File: src/rtl/m2v_idct_pkg.sv
// Shared types for the m2vidct block scheduler: FSM states and per-block side information.
package m2v_idct_pkg;

  typedef enum logic [1:0] {
    IDLE  = 2'd0,
    ISSUE = 2'd1,
    GAP   = 2'd2,
    FLUSH = 2'd3
  } sched_state_e;

  typedef struct packed {
    logic enable;
    logic coded;
    logic last;
  } blk_side_t;

  localparam blk_side_t SIDE_BUBBLE = '0;

endpackage

File: src/rtl/m2vidct_sidepipe.sv
// Three-stage s2/s3/s4 side-info shift register, advanced only on block_start edges.
// mb_done is high in the cycle after a tagged-last entry has been shifted into s4.
module m2vidct_sidepipe
  import m2v_idct_pkg::*;
(
  input  logic      clk,
  input  logic      rst_n,
  input  logic      i_clr,
  input  logic      i_adv,
  input  blk_side_t i_s2_nxt,
  output logic      o_s2_enable,
  output logic      o_s2_coded,
  output logic      o_s3_enable,
  output logic      o_s3_coded,
  output logic      o_s4_enable,
  output logic      o_s4_coded,
  output logic      o_mb_done
);

  blk_side_t r_s2, r_s3, r_s4;
  logic      r_adv;

  always_ff @(posedge clk or negedge rst_n) begin
    if (!rst_n) begin
      r_s2  <= SIDE_BUBBLE;
      r_s3  <= SIDE_BUBBLE;
      r_s4  <= SIDE_BUBBLE;
      r_adv <= 1'b0;
    end else if (i_clr) begin
      r_s2  <= SIDE_BUBBLE;
      r_s3  <= SIDE_BUBBLE;
      r_s4  <= SIDE_BUBBLE;
      r_adv <= 1'b0;
    end else begin
      r_adv <= i_adv;
      if (i_adv) begin
        r_s4 <= r_s3;
        r_s3 <= r_s2;
        r_s2 <= i_s2_nxt;
      end
    end
  end

  assign o_s2_enable = r_s2.enable;
  assign o_s2_coded  = r_s2.coded;
  assign o_s3_enable = r_s3.enable;
  assign o_s3_coded  = r_s3.coded;
  assign o_s4_enable = r_s4.enable;
  assign o_s4_coded  = r_s4.coded;
  // Both terms are flops updated on the same edge, so this is a clean one-cycle pulse.
  assign o_mb_done   = r_adv & r_s4.last;

endmodule

File: src/rtl/m2vidct_sched.sv
// Macroblock scheduler for m2vidct: one block_start per block (min spacing 2 cycles),
// side-info tracking through s2/s3/s4, and a bubble flush at end of picture.
module m2vidct_sched
  import m2v_idct_pkg::*;
#(
  parameter int BLOCKS = 6,
  parameter int IDXW   = 4
) (
  input  logic              clk,
  input  logic              reset_n,
  input  logic              softreset,
  input  logic              mb_valid,
  output logic              mb_ready,
  input  logic              mb_intra,
  input  logic [BLOCKS-1:0] mb_cbp,
  input  logic [BLOCKS-1:0] mb_blk_en,
  input  logic              flush,
  input  logic              ready_idct,
  output logic              block_start,
  output logic              s2_enable,
  output logic              s2_coded,
  output logic              s3_enable,
  output logic              s3_coded,
  output logic              s4_enable,
  output logic              s4_coded,
  output logic [IDXW-1:0]   blk_index,
  output logic              mb_done,
  output logic              busy
);

  localparam logic [IDXW-1:0] LAST_IDX = IDXW'(BLOCKS - 1);

  sched_state_e      r_state, w_state_nxt;
  logic [IDXW-1:0]   r_blk_cnt, r_blk_index;
  logic [BLOCKS-1:0] r_cbp, r_en;
  logic              r_intra, r_mb_act, r_flushing, r_block_start;
  logic              w_fire, w_last_blk, w_last_issue, w_accept;
  blk_side_t         w_s2_nxt;

  assign w_fire       = ready_idct & ((r_state == ISSUE) | (r_state == FLUSH));
  assign w_last_blk   = (r_blk_cnt == LAST_IDX);
  assign w_last_issue = (r_state == ISSUE) & ready_idct & w_last_blk;
  assign mb_ready     = ((r_state == IDLE) & ~r_flushing) | w_last_issue;
  assign w_accept     = mb_valid & mb_ready;

  // The descriptor is shifted left per issued block, so the MSB is always the current block.
  always_comb begin
    w_s2_nxt = SIDE_BUBBLE;
    if (r_state == ISSUE) begin
      w_s2_nxt.enable = r_en[BLOCKS-1];
      w_s2_nxt.coded  = r_intra | r_cbp[BLOCKS-1];
      w_s2_nxt.last   = w_last_blk;
    end
  end

  always_comb begin
    w_state_nxt = r_state;
    case (r_state)
      IDLE: begin
        if (w_accept)
          w_state_nxt = ISSUE;
        else if (flush & (s2_enable | s3_enable))
          w_state_nxt = FLUSH;
      end
      ISSUE: if (ready_idct) w_state_nxt = GAP;
      FLUSH: if (ready_idct) w_state_nxt = GAP;
      GAP: begin
        if (r_flushing)
          w_state_nxt = (s2_enable | s3_enable) ? FLUSH : IDLE;
        else
          w_state_nxt = r_mb_act ? ISSUE : IDLE;
      end
      default: w_state_nxt = IDLE;
    endcase
  end

  always_ff @(posedge clk or negedge reset_n) begin
    if (!reset_n) begin
      r_state       <= IDLE;
      r_blk_cnt     <= '0;
      r_blk_index   <= '0;
      r_cbp         <= '0;
      r_en          <= '0;
      r_intra       <= 1'b0;
      r_mb_act      <= 1'b0;
      r_flushing    <= 1'b0;
      r_block_start <= 1'b0;
    end else if (softreset) begin
      r_state       <= IDLE;
      r_blk_cnt     <= '0;
      r_blk_index   <= '0;
      r_cbp         <= '0;
      r_en          <= '0;
      r_intra       <= 1'b0;
      r_mb_act      <= 1'b0;
      r_flushing    <= 1'b0;
      r_block_start <= 1'b0;
    end else begin
      r_state       <= w_state_nxt;
      r_block_start <= w_fire;
      r_flushing    <= (w_state_nxt == FLUSH) | (r_flushing & (w_state_nxt == GAP));
      if (w_fire)
        r_blk_index <= (r_state == ISSUE) ? r_blk_cnt : '0;
      // A descriptor accepted on the last issue overrides the end-of-macroblock bookkeeping.
      if (w_accept) begin
        r_intra   <= mb_intra;
        r_cbp     <= mb_cbp;
        r_en      <= mb_blk_en;
        r_blk_cnt <= '0;
        r_mb_act  <= 1'b1;
      end else if (w_fire && (r_state == ISSUE)) begin
        r_cbp <= r_cbp << 1;
        r_en  <= r_en << 1;
        if (w_last_blk) begin
          r_blk_cnt <= '0;
          r_mb_act  <= 1'b0;
        end else begin
          r_blk_cnt <= r_blk_cnt + 1'b1;
        end
      end
    end
  end

  m2vidct_sidepipe u_sidepipe (
    .clk         (clk),
    .rst_n       (reset_n),
    .i_clr       (softreset),
    .i_adv       (w_fire),
    .i_s2_nxt    (w_s2_nxt),
    .o_s2_enable (s2_enable),
    .o_s2_coded  (s2_coded),
    .o_s3_enable (s3_enable),
    .o_s3_coded  (s3_coded),
    .o_s4_enable (s4_enable),
    .o_s4_coded  (s4_coded),
    .o_mb_done   (mb_done)
  );

  assign block_start = r_block_start;
  assign blk_index   = r_blk_index;
  assign busy        = (r_state != IDLE) | s2_enable | s3_enable | s4_enable;

endmodule

File: config.mk
export PLATFORM = sky130hd
export DESIGN_NAME = m2vidct_sched
export DESIGN_NICKNAME = d
export VERILOG_FILES = /design/src/rtl/m2v_idct_pkg.sv /design/src/rtl/m2vidct_sidepipe.sv /design/src/rtl/m2vidct_sched.sv
export SDC_FILE = /design/constraint.sdc
export NUM_CORES = 1
export LEC_CHECK = 0
export CAP_MARGIN = 25
export CORE_MARGIN = 5
export CORE_UTILIZATION = 30
export DETAILED_ROUTE_END_ITERATION = 10
export PLACE_DENSITY_LB_ADDON = 0.08
export SYNTH_ARGS = -nofsm -noshare
export SYNTH_HDL_FRONTEND = slang
export SYNTH_SLANG_ARGS = --single-unit
File: constraint.sdc
create_clock -name clk -period 4.1 [get_ports clk]
set_clock_uncertainty 0.1 [all_clocks]
set_input_delay 0.82 -clock clk [delete_from_list [all_inputs] [get_ports clk]]
set_output_delay 0.82 -clock clk [all_outputs]
set_load 0.005 [all_outputs]
==> summary.md <==
| Metric | Value |
|---|---|
| 1st-iter DRT viols | `71` |
| Post-synth cell types | `36` |
| Top_reg_cell synth | `dfrtp_1` |
| MaxCap Viol Count | `0` |
| Postcts setup bufs | `0` |
| CTS Buf Count | `5` |
| Fin crit period | `3.488 ns` |
| Hold path start | `blk_index[0]$_DFFE_PN0P_` |
| PD cells | `405.6 nW/um^2` |
| Core area | `5956 sq um` |
| Worst-path maximum fanout | `12` |
| DRT antenna net count | `0` |
| GPL Wtd Cong | `0.7620` |
| Hold endpoint | `blk_index[0]$_DFFE_PN0P_` |
| Die extent in x | `88.49 um` |
| Critical Path Start Type | `primary input` |
| Vias | `1,418` |
| Max VDD drop | `165.4 uV` |
| Crit end category | `output pin` |
| Area contributors post-synth | `dfrtp_1 47%, nor2_1 7.3%, nor4_2 6.8%` |
| Initial Util | `31.03%` |
| Status | `completed` |
| Syn_nets | `213` |
| Crit path cell chain | `clkdlybuf4s50_1 -> and2_1 -> nand3_1 -> nand2b_1 -> clkdlybuf4s50_1` |
| CP Class | `primary input to output pin` |
| Cells after Synth | `192` |
| Post-Synth Adder-Cell Area | `1.354%` |
| Delay of the slowest critical-path stage | `0.53 ns` |
| Reg area | `875.8 sq um` |
| Net Sw Power | `0.2557 mW` |
| Hold Path Depth | `2` |
| Register area share after synthesis | `47.39%` |
| Layout Cells excl Fill | `296` |
| Asr flop ratio synth | `100.0%` |
| Clock Sinks | `35` |
| Area of the die | `7830 sq um` |
| Synth warn | `0` |
| Hold buffers post-CTS | `0` |
| Clk_lat worst skew | `0.29 ns` |
| Mapped Avg Cell Area | `9.625 sq um` |
| Area delta synth->final | `25.86%` |
| Pint | `0.6876 mW` |
| CTS tree | `yes` |
| CTS H-tree depth | `2` |
| Hold/Removal Path Class | `flip-flop to flip-flop` |
| Compound-gate portion of the synthesized area | `9.817%` |
| Slew @ Worst Pin | `0.7880 ns` |
| Static Leak | `0.9342 nW` |
| Commonest cells in the netlist | `36 x nor2_1, 35 x dfrtp_1, 20 x a21oi_1, 20 x nand2_1, 11 x nor3_1` |
| # setup viols final | `0` |
| Count leader, synth | `nor2_1` |
| Worst R2R End | `r_cbp[1]$_DFFE_PN0P_` |
| Post-Place Cells | `288` |
| Tot GR Track Use | `12.37%` |
| # rows | `28` |
| GRT Residual Overflow | `0` |
| Max_slew headroom | `47.30%` |
| Area occupied by multi-input gates | `862.1 sq um` |
| Max Clock Freq | `0.2867 GHz` |
| Routed wire per std cell | `14.26 um` |
| Multiplexer area fraction after synthesis | `0.5416%` |
| Minimum setup slack among reg-to-reg paths | `2.01 ns` |
| Ant. Diodes | `0` |
| CTS clk-pin slew, worst paths | `0.07 ns` |
| Initial antenna violation count | `0` |
| Net Sw Frac | `27.11%` |
| DRC violations left | `0` |
| Port-buffer cells | `32` |
| WP data arrival | `2.57 ns` |
| XOR/XNOR share of the synthesized area | `1.422%` |
| Cell taking the most area after synthesis | `dfrtp_1` |
| Clock share of power | `39.9%` |
| Vias in the first global route | `1,509` |
| Largest net degree at the start of global routing | `36` |
| Chip height | `88.49 um` |
| Post-synth EDFFs | `0` |
| Comb pwr share | `18.4%` |
| Routed wire length | `4221 um` |
| CTS max path bufs | `2` |
| Top cell by count, worst path | `clkdlybuf4s50_1` |
| Final period util | `85.06%` |
| Vias/cell | `4.791` |
| Final hold violation count | `0` |
| I/O pin total | `33` |
| FF-to-FF Start | `r_state[1]$_DFF_PN0_` |
| Worst path slowest cell | `clkdlybuf4s50_1` |
| Final Max Slew Viols | `0` |
| Overall Power | `0.9433 mW` |
| Largest family of logic cells by synthesized area | `simple AND/OR/NAND/NOR gates` |
| CTS Root Cell | `clkbuf_8` |
| Post-DP HPWL | `2936 um` |
| Proportion of netlist area held by the largest area contributor | `47.39%` |
| Post-Synthesis Cell Area | `1848 sq um` |
| Post-Synth Simple-Gate Area | `33.51%` |
| First-pass GRT wire length | `7500 um` |
| Post-CTS Resized | `0` |
| DRT Pass-1 Iters | `4` |
| R2R depth | `4` |
| Final TNS setup | `0 ns` |
| #FFs+latches synth | `35` |
| Number of fill cells | `632` |
| Fraction of layout cells with a size suffix above 1 | `15.84%` |
| Sequential group share of total power | `41.7%` |
| Layout Nets | `241` |
| CP required | `3.18 ns` |
| RSZ-0062 raised after global routing | `false` |
cells in the final DEF (no fill, tap or decap):
cell and instances:
buf_4 3, nor4b_1 2, nand3b_1 1, and2_1 2, o31ai_1 1, nand2_1 20, ha_1 2, nor4b_4 1
o22ai_1 1, clkbuf_8 5, nor2_1 36, a21o_4 1, nor4_1 2, and3_1 4, mux2i_1 1, nor3_1 11
or3b_4 1, xnor2_1 2, bufinv_16 2, dfrtp_1 35, nor3b_1 1, a21oi_1 20, nand2b_1 3, a21oi_2 2
nand3_1 2, inv_1 4, clkinvlp_4 1, nor3_2 6, nor4_2 10, and4b_4 1, a211oi_2 2, and3b_1 1
xor2_1 1, clkdlybuf4s50_1 32, o21ai_0 2
how the worst max path moves through the flow:
stage | startpoint | end | slack, ns | depth (start not counted)
after floorplan | ready_idct | mb_ready | 1.86 | 4
after global placement | ready_idct | mb_ready | 0.66 | 5
after detailed placement | ready_idct | mb_ready | 0.59 | 5
after CTS | ready_idct | mb_ready | 0.59 | 5
after global routing | ready_idct | mb_ready | 0.43 | 5
final | ready_idct | mb_ready | 0.61 | 5
power by group through the flow:
| stage | Combinational (mW) | Sequential [mW] | Clock (mW) |
|---|---|---|---|
| final | 0.174 | 0.394 | 0.376 |
| after global routing | 0.196 | 0.397 | 0.397 |
| after CTS | 0.177 | 0.394 | 0.385 |
| after detailed placement | 0.176 | 0.401 | 0 |
| after global placement | 0.174 | 0.400 | 0 |
| after floorplan | 0.133 | 0.390 | 0 |
routing by layer:
layer / vias up / global-route usage [%] / wire (um)
li1: 714 / - / -
met1: 662 / 15.77 / 1965
met2: 35 / 20.19 / 1961
met3: 7 / 2.607 / 219
met4: 0 / 5.495 / 75
met5: - / 0 / 0
kinds of logic after synthesis:
kind of cell / Yosys count
AO/OA/AOI/OAI: 29
XOR/XNOR: 3
adder cells (fa/ha/maj): 2
buffers and inverters: 18
flip-flops: 35
multiplexers: 1
AND/OR/NAND/NOR: 104
metrics by stage:
step           hold WS (ns)  area (sq um)  setup WS [ns]  util (%)
2_1_floorplan        0.3957          1848          1.855         -
3_3_place_gp         0.4035          2190         0.6617     36.76
5_1_grt              0.4526          2326         0.4318     39.05
3_5_place_dp         0.4077          2190         0.5908     36.76
6_report             0.4176          2326         0.6124     39.05
4_1_cts              0.4250          2326         0.5921     39.05
layout make-up:
| cell class | instances | area share, % |
|---|---|---|
| Clock buffer | 5 | 2.959 |
| Clock inverter | 3 | 2.905 |
| Inverter | 4 | 0.6455 |
| Multi-Input combinational cell | 139 | 37.06 |
| Sequential cell | 35 | 37.65 |
| Tap cell | 75 | 4.034 |
| Timing Repair Buffer | 35 | 14.74 |
flip-flops by register name (all words and copies together), names as in the netlist, 2 cells and up:
register,count
r_blk_cnt,4
blk_index,4
r_cbp,6
r_en,6
r_state,2
worst max-delay path: cells and delay by family:
family                 cells  cell delay (ns)
buffers and inverters      2             1.03
and+or+nand+nor            3             0.72
Note: power is estimated with default switching activity, not from simulation.
